<file path="config.mk">
export PLATFORM = sky130hd
export DESIGN_NAME = systolic_seq_ctrl_flat
export DESIGN_NICKNAME = d
export VERILOG_FILES = /design/src/rtl/systolic_pkg.sv /design/src/rtl/systolic_seq_ctrl_if.sv /design/src/rtl/systolic_seq_ctrl_skew_line.sv /design/src/rtl/systolic_seq_ctrl.sv /design/src/flat_wrapper.sv
export SDC_FILE = /design/constraint.sdc
export NUM_CORES = 1
export LEC_CHECK = 0
export ABC_AREA = 0
export CAP_MARGIN = 20
export CORE_MARGIN = 10
export CORE_UTILIZATION = 47
export DETAILED_ROUTE_END_ITERATION = 8
export HOLD_SLACK_MARGIN = 0.02
export PLACE_DENSITY = 0.79
export SYNTH_ARGS = -nofsm -noshare
export SYNTH_HDL_FRONTEND = slang
export SYNTH_HIERARCHICAL = 1
export SYNTH_SLANG_ARGS = --single-unit
</file>
<file path="constraint.sdc">
create_clock -name clk -period 2.4 [get_ports clk]
set_input_delay 0.48 -clock clk [delete_from_list [all_inputs] [get_ports clk]]
set_output_delay 0.48 -clock clk [all_outputs]
set_load 0.005 [all_outputs]
</file>
<file path="src/rtl/systolic_pkg.sv">
// Shared types and constants for the systolic array sequencer.
package systolic_pkg;

   typedef enum logic [1:0] {
      ST_IDLE  = 2'd0,
      ST_FETCH = 2'd1,
      ST_DRAIN = 2'd2,
      ST_DONE  = 2'd3
   } state_t;

   localparam int unsigned N_DEF    = 4;
   localparam int unsigned DW_DEF   = 16;
   localparam int unsigned KW_DEF   = 8;
   localparam int unsigned HOP_DEF  = 2;
   localparam int unsigned PIPE_DEF = 3;

   // Read latency + return register, feed skew, array propagation, PE pipeline.
   function automatic int unsigned drain_cyc(input int unsigned n,
                                             input int unsigned hop,
                                             input int unsigned pipe);
      return 2 + hop * (n - 1) + hop * (n - 1) + pipe;
   endfunction

   function automatic int unsigned max_u(input int unsigned a, input int unsigned b);
      return (a > b) ? a : b;
   endfunction

endpackage

</file>
<file path="src/rtl/systolic_seq_ctrl_if.sv">
// Job handshake, operand-buffer read ports and array edge feeds of the sequencer.
interface systolic_seq_ctrl_if
   import systolic_pkg::*;
#(
   parameter int unsigned N  = N_DEF,
   parameter int unsigned DW = DW_DEF,
   parameter int unsigned KW = KW_DEF
) ();

   logic            start;
   logic [KW-1:0]   k_len;
   logic            busy;
   logic            done;
   logic            a_rd_en;
   logic [KW-1:0]   a_rd_addr;
   logic [N*DW-1:0] a_rd_data;
   logic            b_rd_en;
   logic [KW-1:0]   b_rd_addr;
   logic [N*DW-1:0] b_rd_data;
   logic [N*DW-1:0] a_feed;
   logic [N*DW-1:0] b_feed;
   logic [N-1:0]    valid_feed;

   modport master (
      output start, k_len, a_rd_data, b_rd_data,
      input  busy, done, a_rd_en, a_rd_addr, b_rd_en, b_rd_addr,
             a_feed, b_feed, valid_feed
   );

   modport slave (
      input  start, k_len, a_rd_data, b_rd_data,
      output busy, done, a_rd_en, a_rd_addr, b_rd_en, b_rd_addr,
             a_feed, b_feed, valid_feed
   );

endinterface

</file>
<file path="src/rtl/systolic_seq_ctrl_skew_line.sv">
// skew_line: W-bit shift register of DEPTH stages with async clear; DEPTH=0 is a wire.
module skew_line #(
   parameter int unsigned W     = 1,
   parameter int unsigned DEPTH = 0
) (
   input  logic         clk,
   input  logic         rst_n,
   input  logic [W-1:0] d,
   output logic [W-1:0] q
);

   generate
      if (DEPTH == 0) begin : g_pass
         logic unused_clk_rst;
         assign unused_clk_rst = clk ^ rst_n;
         assign q = d;
      end else begin : g_shift
         logic [DEPTH-1:0][W-1:0] sr;

         always_ff @(posedge clk or negedge rst_n) begin
            if (!rst_n) begin
               sr <= '0;
            end else begin
               sr[0] <= d;
               for (int s = 1; s < int'(DEPTH); s++) begin
                  sr[s] <= sr[s-1];
               end
            end
         end

         assign q = sr[DEPTH-1];
      end
   endgenerate

endmodule

</file>
<file path="src/rtl/systolic_seq_ctrl.sv">
// Job sequencer for an N x N systolic array: fetches K operand vectors,
// feeds them skewed into the array edges and pulses done once the array has drained.
module systolic_seq_ctrl
   import systolic_pkg::*;
#(
   parameter int unsigned N    = N_DEF,
   parameter int unsigned DW   = DW_DEF,
   parameter int unsigned KW   = KW_DEF,
   parameter int unsigned HOP  = HOP_DEF,
   parameter int unsigned PIPE = PIPE_DEF
) (
   input logic                 clk,
   input logic                 rst_n,
   systolic_seq_ctrl_if.slave  bus
);

   localparam int unsigned DRAIN_CYC = drain_cyc(N, HOP, PIPE);
   localparam int unsigned CW        = max_u(KW, $clog2(DRAIN_CYC + 1));

   state_t          state;
   logic [KW-1:0]   k_lat;
   logic [KW-1:0]   k_addr;
   logic [CW-1:0]   drain_cnt;
   logic            rd_en;
   logic            busy;
   logic            done;
   logic            rd_pend;
   logic            ret_valid;
   logic [N*DW-1:0] a_ret;
   logic [N*DW-1:0] b_ret;

   assign bus.a_rd_en   = rd_en;
   assign bus.b_rd_en   = rd_en;
   assign bus.a_rd_addr = k_addr;
   assign bus.b_rd_addr = k_addr;
   assign bus.busy      = busy;
   assign bus.done      = done;

   // Job FSM; address counter stops at K-1 so K = 2**KW-1 never wraps.
   always_ff @(posedge clk or negedge rst_n) begin
      if (!rst_n) begin
         state     <= ST_IDLE;
         k_lat     <= '0;
         k_addr    <= '0;
         drain_cnt <= '0;
         rd_en     <= 1'b0;
         busy      <= 1'b0;
         done      <= 1'b0;
      end else begin
         case (state)
            ST_IDLE: begin
               if (bus.start) begin
                  k_lat  <= bus.k_len;
                  k_addr <= '0;
                  busy   <= 1'b1;
                  if (bus.k_len == '0) begin
                     state <= ST_DONE;
                     done  <= 1'b1;
                  end else begin
                     state <= ST_FETCH;
                     rd_en <= 1'b1;
                  end
               end
            end
            ST_FETCH: begin
               if (k_addr == k_lat - KW'(1)) begin
                  state     <= ST_DRAIN;
                  rd_en     <= 1'b0;
                  k_addr    <= '0;
                  drain_cnt <= '0;
               end else begin
                  k_addr <= k_addr + KW'(1);
               end
            end
            ST_DRAIN: begin
               if (drain_cnt == CW'(DRAIN_CYC - 1)) begin
                  state <= ST_DONE;
                  done  <= 1'b1;
               end else begin
                  drain_cnt <= drain_cnt + CW'(1);
               end
            end
            ST_DONE: begin
               state <= ST_IDLE;
               done  <= 1'b0;
               busy  <= 1'b0;
            end
            default: begin
               state <= ST_IDLE;
            end
         endcase
      end
   end

   // Read-return register; lanes are zeroed outside real beats.
   always_ff @(posedge clk or negedge rst_n) begin
      if (!rst_n) begin
         rd_pend   <= 1'b0;
         ret_valid <= 1'b0;
         a_ret     <= '0;
         b_ret     <= '0;
      end else begin
         rd_pend   <= rd_en;
         ret_valid <= rd_pend;
         a_ret     <= rd_pend ? bus.a_rd_data : '0;
         b_ret     <= rd_pend ? bus.b_rd_data : '0;
      end
   end

   for (genvar i = 0; i < int'(N); i++) begin : g_lane
      skew_line #(.W(DW), .DEPTH(HOP * i)) u_skew_a (
         .clk   (clk),
         .rst_n (rst_n),
         .d     (a_ret[i*DW +: DW]),
         .q     (bus.a_feed[i*DW +: DW])
      );
      skew_line #(.W(DW), .DEPTH(HOP * i)) u_skew_b (
         .clk   (clk),
         .rst_n (rst_n),
         .d     (b_ret[i*DW +: DW]),
         .q     (bus.b_feed[i*DW +: DW])
      );
      skew_line #(.W(1), .DEPTH(HOP * i)) u_skew_v (
         .clk   (clk),
         .rst_n (rst_n),
         .d     (ret_valid),
         .q     (bus.valid_feed[i])
      );
   end

endmodule

</file>
<file path="src/flat_wrapper.sv">
// flat-port wrapper written by rule: the top's interface ports become plain ports
module systolic_seq_ctrl_flat import systolic_pkg::*;
#(
   parameter int unsigned N    = N_DEF,
   parameter int unsigned DW   = DW_DEF,
   parameter int unsigned KW   = KW_DEF,
   parameter int unsigned HOP  = HOP_DEF,
   parameter int unsigned PIPE = PIPE_DEF
)
  (clk, rst_n, bus_start, bus_k_len, bus_a_rd_data, bus_b_rd_data, bus_busy, bus_done, bus_a_rd_en, bus_a_rd_addr, bus_b_rd_en, bus_b_rd_addr, bus_a_feed, bus_b_feed, bus_valid_feed);
  systolic_seq_ctrl_if #(.N(N), .DW(DW), .KW(KW)) bus_i ();
  input logic clk;
  input logic rst_n;
  input wire logic [$bits(bus_i.start)-1:0] bus_start;
  input wire logic [$bits(bus_i.k_len)-1:0] bus_k_len;
  input wire logic [$bits(bus_i.a_rd_data)-1:0] bus_a_rd_data;
  input wire logic [$bits(bus_i.b_rd_data)-1:0] bus_b_rd_data;
  output wire logic [$bits(bus_i.busy)-1:0] bus_busy;
  output wire logic [$bits(bus_i.done)-1:0] bus_done;
  output wire logic [$bits(bus_i.a_rd_en)-1:0] bus_a_rd_en;
  output wire logic [$bits(bus_i.a_rd_addr)-1:0] bus_a_rd_addr;
  output wire logic [$bits(bus_i.b_rd_en)-1:0] bus_b_rd_en;
  output wire logic [$bits(bus_i.b_rd_addr)-1:0] bus_b_rd_addr;
  output wire logic [$bits(bus_i.a_feed)-1:0] bus_a_feed;
  output wire logic [$bits(bus_i.b_feed)-1:0] bus_b_feed;
  output wire logic [$bits(bus_i.valid_feed)-1:0] bus_valid_feed;
  assign bus_i.start = bus_start;
  assign bus_i.k_len = bus_k_len;
  assign bus_i.a_rd_data = bus_a_rd_data;
  assign bus_i.b_rd_data = bus_b_rd_data;
  assign bus_busy = bus_i.busy;
  assign bus_done = bus_i.done;
  assign bus_a_rd_en = bus_i.a_rd_en;
  assign bus_a_rd_addr = bus_i.a_rd_addr;
  assign bus_b_rd_en = bus_i.b_rd_en;
  assign bus_b_rd_addr = bus_i.b_rd_addr;
  assign bus_a_feed = bus_i.a_feed;
  assign bus_b_feed = bus_i.b_feed;
  assign bus_valid_feed = bus_i.valid_feed;
  systolic_seq_ctrl #(.N(N), .DW(DW), .KW(KW), .HOP(HOP), .PIPE(PIPE)) u_core (.clk(clk), .rst_n(rst_n), .bus(bus_i));
endmodule
</file>
## Word level (Yosys, flattened, before mapping)

Cells that the tools add are included.

- Register bits after elaboration: 549
- Input bits: 139
- Latch bits: 0
- Logic and storage cells: 91
- Memories: 0
- Memory bits (writable): 0
- Output and inout port bits: 152
- Bits in read-only memories: 0

- Reductions and logical operators: 13
- Muxes and demuxes: 23
- Shifts and indexed selects: 0
- Eq/ne operators: 11
- Bitwise operators: 0
- Magnitude comparators: 0
- $mul: 0
- $add $sub $neg: 3
- Divide/modulo/power cells: 0

Operator list:

| kind | count |
|---|---|
| $mux 64 | 2 |
| $mux 8 | 4 |
| $pmux 8 s2 | 2 |
| $add 8x1->8 const B | 2 |
| $eq 8x5->1 const B | 1 |
| $eq 8x8->1 | 1 |
| $logic_not 8->1 | 1 |
| $mux 2 | 4 |
| $pmux 2 s4 | 1 |
| $reduce_and 4->1 | 2 |
| $sub 8x1->8 const B | 1 |
| $mux 1 | 7 |
| $ne 2x1->1 const B | 3 |
| $ne 2x2->1 const B | 3 |
| $reduce_and 2->1 | 3 |
| $reduce_and 3->1 | 2 |
| $reduce_bool 2->1 | 3 |
| $eq 2x2->1 const B | 2 |
| $pmux 1 s2 | 2 |
| $pmux 1 s3 | 1 |
| $reduce_bool 3->1 | 1 |
| $eq 2x1->1 const B | 1 |
| $logic_not 2->1 | 1 |

## Logic depth before layout (Yosys ltp)

Gate-level depths: netlist of run 1.

- Word-level depth: 4
- Gate-level depth with buffers: 9
- Mapped depth without buffers: 8

## Cells and area by module

The synthesis of run 1 kept the hierarchy.

Modules (own cells, without submodules):

| module | area each (µm²) | cells each | instances | seq. area each (µm²) |
|---|---|---|---|---|
| systolic_seq_ctrl | 6043.3 | 480 | 1 | 3978.8 |
| skew_line at u_core.g_lane[3].u_skew_a ... | 2522.4 | 112 | 2 | 2402.3 |
| skew_line at u_core.g_lane[2].u_skew_a ... | 1721.7 | 80 | 2 | 1601.5 |
| skew_line at u_core.g_lane[1].u_skew_a ... | 920.9 | 48 | 2 | 800.8 |
| skew_line at u_core.g_lane[0].u_skew_a ... | 120.1 | 16 | 2 | 0.0 |
| skew_line at u_core.g_lane[3].u_skew_v | 150.1 | 6 | 1 | 150.1 |
| skew_line at u_core.g_lane[2].u_skew_v | 100.1 | 4 | 1 | 100.1 |
| skew_line at u_core.g_lane[1].u_skew_v | 50.0 | 2 | 1 | 50.0 |
| skew_line at u_core.g_lane[0].u_skew_v | 7.5 | 1 | 1 | 0.0 |

## Worst setup path after synthesis of run 1

No wires, ideal clock.

- Path kind: register to register
- Start point: register u_core.k_lat[0]
- End point: register u_core.state[1]
- Arrival time: 2.159 ns
- Cell stages (with the launch flop): 7
- Setup time: 0.125 ns
- Period minus slack after synthesis: 2.283 ns
- Setup slack: 0.117 ns
- Path through: dfrtp_1 -> or3_4 -> or4_4 -> o21ai_2 -> o2111ai_4 -> a21oi_2 -> mux2_2

- Longest elaborated chain between the ends: 4

Ends and longest elaborated chain:

| item | line | source |
|---|---|---|
| start, declared | systolic_seq_ctrl.sv:21 | `logic [KW-1:0] k_lat;` |
| start signal, assigned | systolic_seq_ctrl.sv:53 | `k_lat <= bus.k_len;` |
| $sub 8x1->8 | systolic_seq_ctrl.sv:66 | `if (k_addr == k_lat - KW'(1)) begin` |
| $eq 8x8->1 | systolic_seq_ctrl.sv:66 |  |
| $ne 2x1->1 (no line) | - |  |
| $reduce_and 3->1 (no line) | - |  |
| end signal, assigned | systolic_seq_ctrl.sv:60 | `state <= ST_FETCH;` |
| end signal, assigned | systolic_seq_ctrl.sv:67 | `state <= ST_DRAIN;` |
| end signal, assigned | systolic_seq_ctrl.sv:77 | `state <= ST_DONE;` |
| end, declared | systolic_seq_ctrl.sv:20 | `state_t state;` |

Every way passes these cells.
A chain may end at the register's enable or synchronous reset.

## Worst setup path in the final report of run 1

- Start point: register u_core.k_lat[2]
- End point: register u_core.drain_cnt[3]

- Longest elaborated chain between the ends: 4

Ends and longest elaborated chain:

| item | line | source |
|---|---|---|
| $sub 8x1->8 | systolic_seq_ctrl.sv:66 |  |
| $eq 8x8->1 | systolic_seq_ctrl.sv:66 |  |
| $ne 2x1->1 (no line) | - |  |
| $reduce_and 3->1 (no line) | - |  |
| end signal, assigned | systolic_seq_ctrl.sv:80 | `drain_cnt <= drain_cnt + CW'(1);` |
| end, declared | systolic_seq_ctrl.sv:23 | `logic [CW-1:0] drain_cnt;` |

Every way passes these cells.

==> metrics.yaml, run 1 <==
global_routing:
  gr-usage-met2_pct: 24.71
  grt_use_met1_pct: 16.67
  grt_max_degree: 83
  grt_usage_pct: 14.40
  grt_pass1_wl_mm: 49.80
  antenna_found_initial: 2
  grt_overflow_total: 0
  grtUsageMet3_pct: 4.291
  grt_pass1_vias: 8830
  busiest_layer: "met2"
floorplan:
  design.core.area_um2: 35570
  fp.dieArea_um2: 43990
  io_pins: 291
  start_util_pct: 47.57
  num_rows: 69
  die_w_um: 209.7
  die_y_um: 209.7
place:
  dp_hpwl_mm: 21.04
  io_buffers: 290
  gp_congestion: 0.7875
  place_inst: 1624
  dpl-instance-area_um2: 19550
route:
  wl_per_cell_um: 18.40
  ant_nets: 0
  firstDrtPassIters: 5
  drc: 0
  vias_per_cell: 4.511
  wirelength_mm: 31.76
  vias: 7786
  drt_iter0_drc: 409
timing:
  relSlewSlack_pct: 61.81
  fin_crit_sh_pct: 102.6
  finalSetupViolCount: 4
  fmax_mhz: 406.2
  fin_ws_ns: -0.06174
  fin_crit_ns: 2.462
  worst_pin_slew_ns: 0.5669
  fin_tns_setup_ns: -0.1218
  whs_ns: 0.3420
  rsz0062_at_grt: "true"
  finalHoldViolCount: 0
  finClkSkew_ns: 0.009091
  final_max_slew_viol_count: 0
finish:
  design_area_um2: 21580
  final_layout_size_suffix_gt1_share_pct: 12.35
  instances_no_fill: 1726
  syn_to_final_growth_pct: 27.54
  fin_nets: 1372
synthesis:
  yosysUniqueCellTypes: 41
  synth_cells: 1005
  netlist_area_um2: 16920
  synth-seq-cells: 555
  syn_nets: 1152
  yosysWarnings: 6
  synth_top_area_share_pct: 82.08
  synth-edff-count: 0
  yosys-top-cells-area: "dfrtp_1 82%, buf_4 6.1%, and2_1 4.7%"
  ys_top_cells_by_count: "555 x dfrtp_1, 138 x buf_4, 128 x and2_1, 22 x inv_1, 21 x nand2_1"
  synth.most_common_cell: "dfrtp_1"
  synth-async-reset-ratio_pct: 100.0
  yosysSeqAreaShare_pct: 82.08
  synthFlopType: "dfrtp_1"
  synth_top_area_cell: "dfrtp_1"
  synth.avg_cell_area_um2: 16.84
clock_network:
  root_buffer: "clkbuf_16"
  htreeDepth: 2
  clk_latency_ns: 0.57
  cts.path.max_buffers: 3
  cts_tree: "yes"
  cts.clk_slew.worst_paths_ns: 0.06
  cts.sink_count: 555
  numCtsBuffers: 53
setup_path:
  required_ns: 2.89
  reg2reg_from: "u_core/k_lat[2]"
  startpoint_type: "flip-flop"
  r2r_cells: 8
  arrival_ns: 2.95
  r2r_end: "u_core/drain_cnt[3]"
  crit_type: "reg2reg"
  rrSetupSlack_ns: -0.06
  crit_fanout: 5
  cp-end-kind: "flip-flop"
pwr:
  swShare_pct: 23.14
  leakagePower_nw: 9.371
  clockPowerShare_pct: 38.7
  p_comb_share_pct: 12.2
  p_int_mw: 17.05
  p_per_area_nw_per_um2: 1028
  power_switching_mw: 5.135
  power.share.sequential_pct: 49.1
  ir_drop_mv: 0.8320
hold_path:
  hp-class: "reg2reg"
  hold_end: "u_core/g_lane[3].u_skew_b/g_shift.sr[40]"
  min_delay_path_depth: 0
  min-delay-start: "u_core/g_lane[3].u_skew_b/g_shift.sr[24]"
run:
  cap_violations: 0
outcome:
  violations: "setup timing"
  outcome: "finished with violations"
how the worst max path moves through the flow:
stage	slack, ns	start	endpoint	cells after the start
finish	-0.06	u_core/k_lat[2]	u_core/drain_cnt[3]	8
global route	-0.20	u_core/k_lat[2]	u_core/drain_cnt[3]	8
floorplan	0.12	u_core/k_lat[0]	u_core/state[1]	6
CTS	0.004	u_core/k_lat[0]	u_core/drain_cnt[2]	9
detailed placement	-0.02	u_core/k_lat[0]	u_core/bus.a_rd_addr[7]	8
global placement	0.09	u_core/drain_cnt[0]	u_core/state[1]	7
cell usage in the layout, fill, tap and decap left out, drive strengths merged, types with 2 or more instances in the layout:
cell type	instances
a21oi	11
a31oi	7
and2	128
buf	34
bufinv	7
clkbuf	70
clkdlybuf4s50	289
clkinv	9
clkinvlp	5
dfrtp	555
diode	2
ha	8
inv	24
mux2	9
mux2i	8
nand2	21
nand2b	3
nand3	6
nand4	7
nor2	2
nor3	6
o21ai	10
o22ai	5
o311ai	3
o31ai	12
or3	2
xnor2	6
xor2	3
timing repair:
item / 4_1_cts / 5_1_grt
gates resized for setup: 2 / 28
pin swaps: 0 / 12
gates cloned: 0 / 1
setup buffers: 0 / 5
endpoints found under the setup margin: 9 / 18
endpoints found under the hold margin: 48 / 0
hold buffers: 1 / 0
critical path, stage by stage (launching register included):
cell and delay, ns:
dfrtp_1 0.43, or3_4 0.41, xnor2_1 0.14, nor3_1 0.42, o2111ai_4 0.31, buf_6 0.20, buf_6 0.12, a21oi_2 0.13
mux2i_1 0.21
per-layer routing:
layer | vias up | share of wire [%]
li1 | 3489 | -
met1 | 3943 | 38
met2 | 275 | 52
met3 | 75 | 6.8
met4 | 4 | 2.8
met5 | - | 0.066
sequential cells by signal, indices dropped and copies added, names as in the netlist:
name / flops
u_core/g_lane.u_skew_b/q: 48
u_core/bus.a_rd_addr: 8
u_core/g_lane.u_skew_a/g_shift.sr: 144
u_core/g_lane.u_skew_a/q: 48
u_core/bus.busy: 1
u_core/state: 2
u_core/rd_pend: 1
u_core/bus.a_rd_en: 1
u_core/ret_valid: 1
u_core/k_lat: 8
u_core/b_ret: 64
u_core/g_lane.u_skew_b/g_shift.sr: 144
u_core/bus.done: 1
u_core/g_lane.u_skew_v/g_shift.sr: 9
u_core/g_lane.u_skew_v/q: 3
u_core/a_ret: 64
u_core/drain_cnt: 8
area by class of cell:
cell class,count,area (µm²)
flip-flops and latches,555,13890
repair buffers,324,3239
diodes,2,5.005
inverters,22,82.58
fillers,2528,13990
clock inverters,23,317.8
well taps,461,576.8
multi-input cells,269,1934
clock buffers,70,1533
power groups by stage:
stage | logic (mW) | registers (mW) | clock network, mW
6_report | 2.71 | 10.9 | 8.59
3_3_place_gp | 2.36 | 11.0 | 0
5_1_grt | 2.94 | 11.0 | 9.27
2_1_floorplan | 1.46 | 10.9 | 0
4_1_cts | 2.50 | 10.9 | 8.84
3_5_place_dp | 2.47 | 11.0 | 0
logic make-up after synthesis:
kind of cell	synth area share [%]
AO/OA/AOI/OAI	2.300
XOR/XNOR	0.4659
adder cells (fa/ha/maj)	0.5916
buffers and inverters	7.128
flip-flops	82.08
multiplexers	1.072
AND/OR/NAND/NOR	6.367
through the flow:
stage,setup slack [ns],utilization (%),total power [mW]
final,-0.06174,60.67,22.19
after global routing,-0.1967,60.66,23.22
after CTS,0.004236,60.23,22.24
after detailed placement,-0.01905,54.97,13.51
after global placement,0.09399,54.97,13.32
after floorplan,0.1166,-,12.32
No activity file was read; power rests on OpenSTA's default activity.
==> run 2, diff against run 1 <==
--- a/config.mk
+++ b/config.mk
@@ -11,7 +11,7 @@
 export CORE_UTILIZATION = 47
 export DETAILED_ROUTE_END_ITERATION = 8
 export HOLD_SLACK_MARGIN = 0.02
-export PLACE_DENSITY = 0.79
+export PLACE_DENSITY = 0.87
 export SYNTH_ARGS = -nofsm -noshare
 export SYNTH_HDL_FRONTEND = slang
 export SYNTH_HIERARCHICAL = 1
==> run 2 against run 1 <==
- the run now ends clean
- power down 1.3%
- utilization down 0.26 points
- clock-buffer cell count unchanged
- fmax increased by 6.3%
- final area is 0.43% lower
- sequential power is essentially flat
- critical endpoint is now u_core/state[1]
- hold slack got worse by 0.0023 ns
- combinational power about the same
==> metrics.yaml, run 2 (same netlist as run 1, synthesis figures left out) <==
pwr:
  p_comb_share_pct: 12.3  # was 12.2%
  power.share.sequential_pct: 49.8  # was 49.1%
  leakagePower_nw: 9.341  # was 9.371 nW
  power_switching_mw: 5.186  # was 5.135 mW
  p_int_mw: 16.70  # was 17.05 mW
  fin_total_pwr_mw: 21.89  # was 22.19 mW
  clockPowerShare_pct: 37.9  # was 38.7%
  ir_drop_mv: 0.8003  # was 0.8320 mV
  swShare_pct: 23.69  # was 23.14%
  p_per_area_nw_per_um2: 1019  # was 1028 nW/µm²
timing:
  final_max_slew_viol_count: 0  # unchanged
  rsz0062_at_grt: "false"  # was true
  relSlewSlack_pct: 62.20  # was 61.81%
  finClkSkew_ns: 0.007711  # was 0.009091 ns
  finalSetupViolCount: 0  # was 4
  finalHoldViolCount: 0  # unchanged
  whs_ns: 0.3397  # was 0.3420 ns
  worst_pin_slew_ns: 0.5670  # was 0.5669 ns
  fmax_mhz: 432.0  # was 406.2 MHz
  fin_crit_sh_pct: 96.46  # was 102.6%
  fin_crit_ns: 2.315  # was 2.462 ns
  fin_tns_setup_ns: 0  # was -0.1218 ns
finish:
  final_layout_size_suffix_gt1_share_pct: 12.12  # was 12.35%
  syn_to_final_growth_pct: 26.99  # was 27.54%
  fillers: 2539  # was 2528
  layout_common_cells: "554 x dfrtp_1, 289 x clkdlybuf4s50_1, 128 x and2_1"  # unchanged
  fin_nets: 1368  # was 1372
  instances_no_fill: 1724  # was 1726
  top_regs: "u_core/g_lane.u_skew_a/g_shift.sr (144), u_core/g_lane.u_skew_b/g_shift.sr (144)"  # unchanged
  final_common_cell: "dfrtp_1"  # unchanged
  final_util_pct: 60.41  # was 60.67%
global_routing:
  grt_pass1_vias: 8762  # was 8830
  grt_overflow_total: 0  # unchanged
  grt_pass1_wl_mm: 50.50  # was 49.80 mm
  grt_max_degree: 66  # was 83
  antenna_found_initial: 1  # was 2
  grt_usage_pct: 14.69  # was 14.40%
place:
  place_inst: 1621  # was 1624
  io_buffers: 290  # unchanged
  dp_hpwl_mm: 21.41  # was 21.04 mm
  gp_congestion: 0.7653  # was 0.7875
floorplan:
  die_y_um: 209.7  # unchanged
  io_pins: 291  # unchanged
  num_rows: 69  # unchanged
  start_util_pct: 47.57  # unchanged
  fp.dieArea_um2: 43990  # unchanged
  design.core.area_um2: 35570  # unchanged
  die_w_um: 209.7  # unchanged
run:
  cap_violations: 0  # unchanged
route:
  vias: 7750  # was 7786
  wirelength_mm: 32.18  # was 31.76 mm
  drc: 0  # unchanged
  drt_iter0_drc: 432  # was 409
  wl_per_cell_um: 18.66  # was 18.40 µm
  vias_per_cell: 4.495  # was 4.511
  ant_nets: 0  # unchanged
  firstDrtPassIters: 4  # was 5
clock_network:
  numCtsBuffers: 54  # was 53
  cts.path.max_buffers: 3  # unchanged
  clk_latency_ns: 0.57  # about the same
  cts.clk_slew.worst_paths_ns: 0.06  # about the same
  cts.sink_count: 555  # unchanged
  htreeDepth: 2  # unchanged
  cts_tree: "yes"  # unchanged
  root_buffer: "clkbuf_16"  # unchanged
setup_path:
  startpoint_type: "flip-flop"  # unchanged
  cp-end-kind: "flip-flop"  # unchanged
  required_ns: 2.86  # was 2.89 ns
  crit_fanout: 4  # was 5
  crit_type: "reg2reg"  # unchanged
  arrival_ns: 2.77  # was 2.95 ns
outcome:
  outcome: "finished, final reports clean"  # was finished with violations
hold_path:
  hp-class: "reg2reg"  # unchanged
==> run 2: changes by cell type in the layout (fill, tap and decap cells not counted), sizes merged <==
cell,before,now
buf,34,29
bufinv,7,5
clkinv,9,20
clkinvlp,5,1
diode,2,1
inv,24,23
==> run 2: area by class of cell <==
| type | instances | area [µm²] | share of cell area [%] |
|---|---|---|---|
| multi-input combinational | 269 | 1941 | 9.031 |
| inverter | 22 | 82.58 | 0.3843 |
| timing repair buffer | 319 | 3223 | 15.00 |
| antenna | 1 | 2.502 | 0.01165 |
| clock inverter | 27 | 289.0 | 1.345 |
| tap | 461 | 576.8 | 2.684 |
| clock buffer | 70 | 1481 | 6.894 |
| sequential | 555 | 13890 | 64.65 |
==> run 2: power groups by stage <==
| stage | registers, mW | logic (mW) | clock network [mW] |
|---|---|---|---|
| 6_report | 10.9 | 2.69 | 8.30 |
| 5_1_grt | 11.0 | 2.92 | 8.99 |
| 4_1_cts | 10.9 | 2.51 | 8.56 |
| 3_5_place_dp | 11.1 | 2.47 | 0 |
| 3_3_place_gp | 11.0 | 2.35 | 0 |
| 2_1_floorplan | 10.9 | 1.46 | 0 |
==> run 2: final timing paths <==
path / start / to / slack, ns / cells after the start
setup reg to reg: u_core/k_lat[1] / u_core/state[1] / 0.08 / 6
setup / recovery: u_core/k_lat[1] / u_core/state[1] / 0.08 / 6
hold reg to reg: u_core/g_lane[3].u_skew_a/g_shift.sr[27] / u_core/g_lane[3].u_skew_a/g_shift.sr[43] / 0.34 / 0
max in group asynchronous: rst_n / u_core/g_lane[3].u_skew_b/g_shift.sr[6] / 1.17 / 3
hold / removal: u_core/g_lane[3].u_skew_a/g_shift.sr[27] / u_core/g_lane[3].u_skew_a/g_shift.sr[43] / 0.34 / 0
min in group asynchronous: rst_n / u_core/g_lane[3].u_skew_a/q[3] / 0.46 / 2
==> run 2: routing by layer <==
layer,track usage (%),vias up,part of all wire [%]
met5,0,-,0
li1,-,3484,-
met1,17.35,3931,38
met4,4.962,0,2.7
met3,5.093,67,7.6
met2,24.62,268,51
==> run 2: repair_timing <==
item | CTS | global route
gates resized for setup | 5 | 24
hold buffers | 1 | 0
endpoints found under the hold margin | 48 | 0
setup buffers | 0 | 4
pin swaps | 0 | 9
endpoints found under the setup margin | 8 | 16
==> run 2: worst max-delay path: stages (launching register included) <==
cell and delay [ns]:
dfrtp_1 0.40, or3_4 0.41, or4_4 0.44, o21ai_4 0.20, o2111ai_4 0.18, a21oi_2 0.21, mux2_2 0.35
==> run 2: stage by stage <==
step	cell area [µm²]	worst slack, ns
finish	21490	0.08497
global route	21490	0.01742
CTS	21350	0.006968
detailed placement	19550	-0.02777
global placement	19550	0.1051
floorplan	16920	0.1166
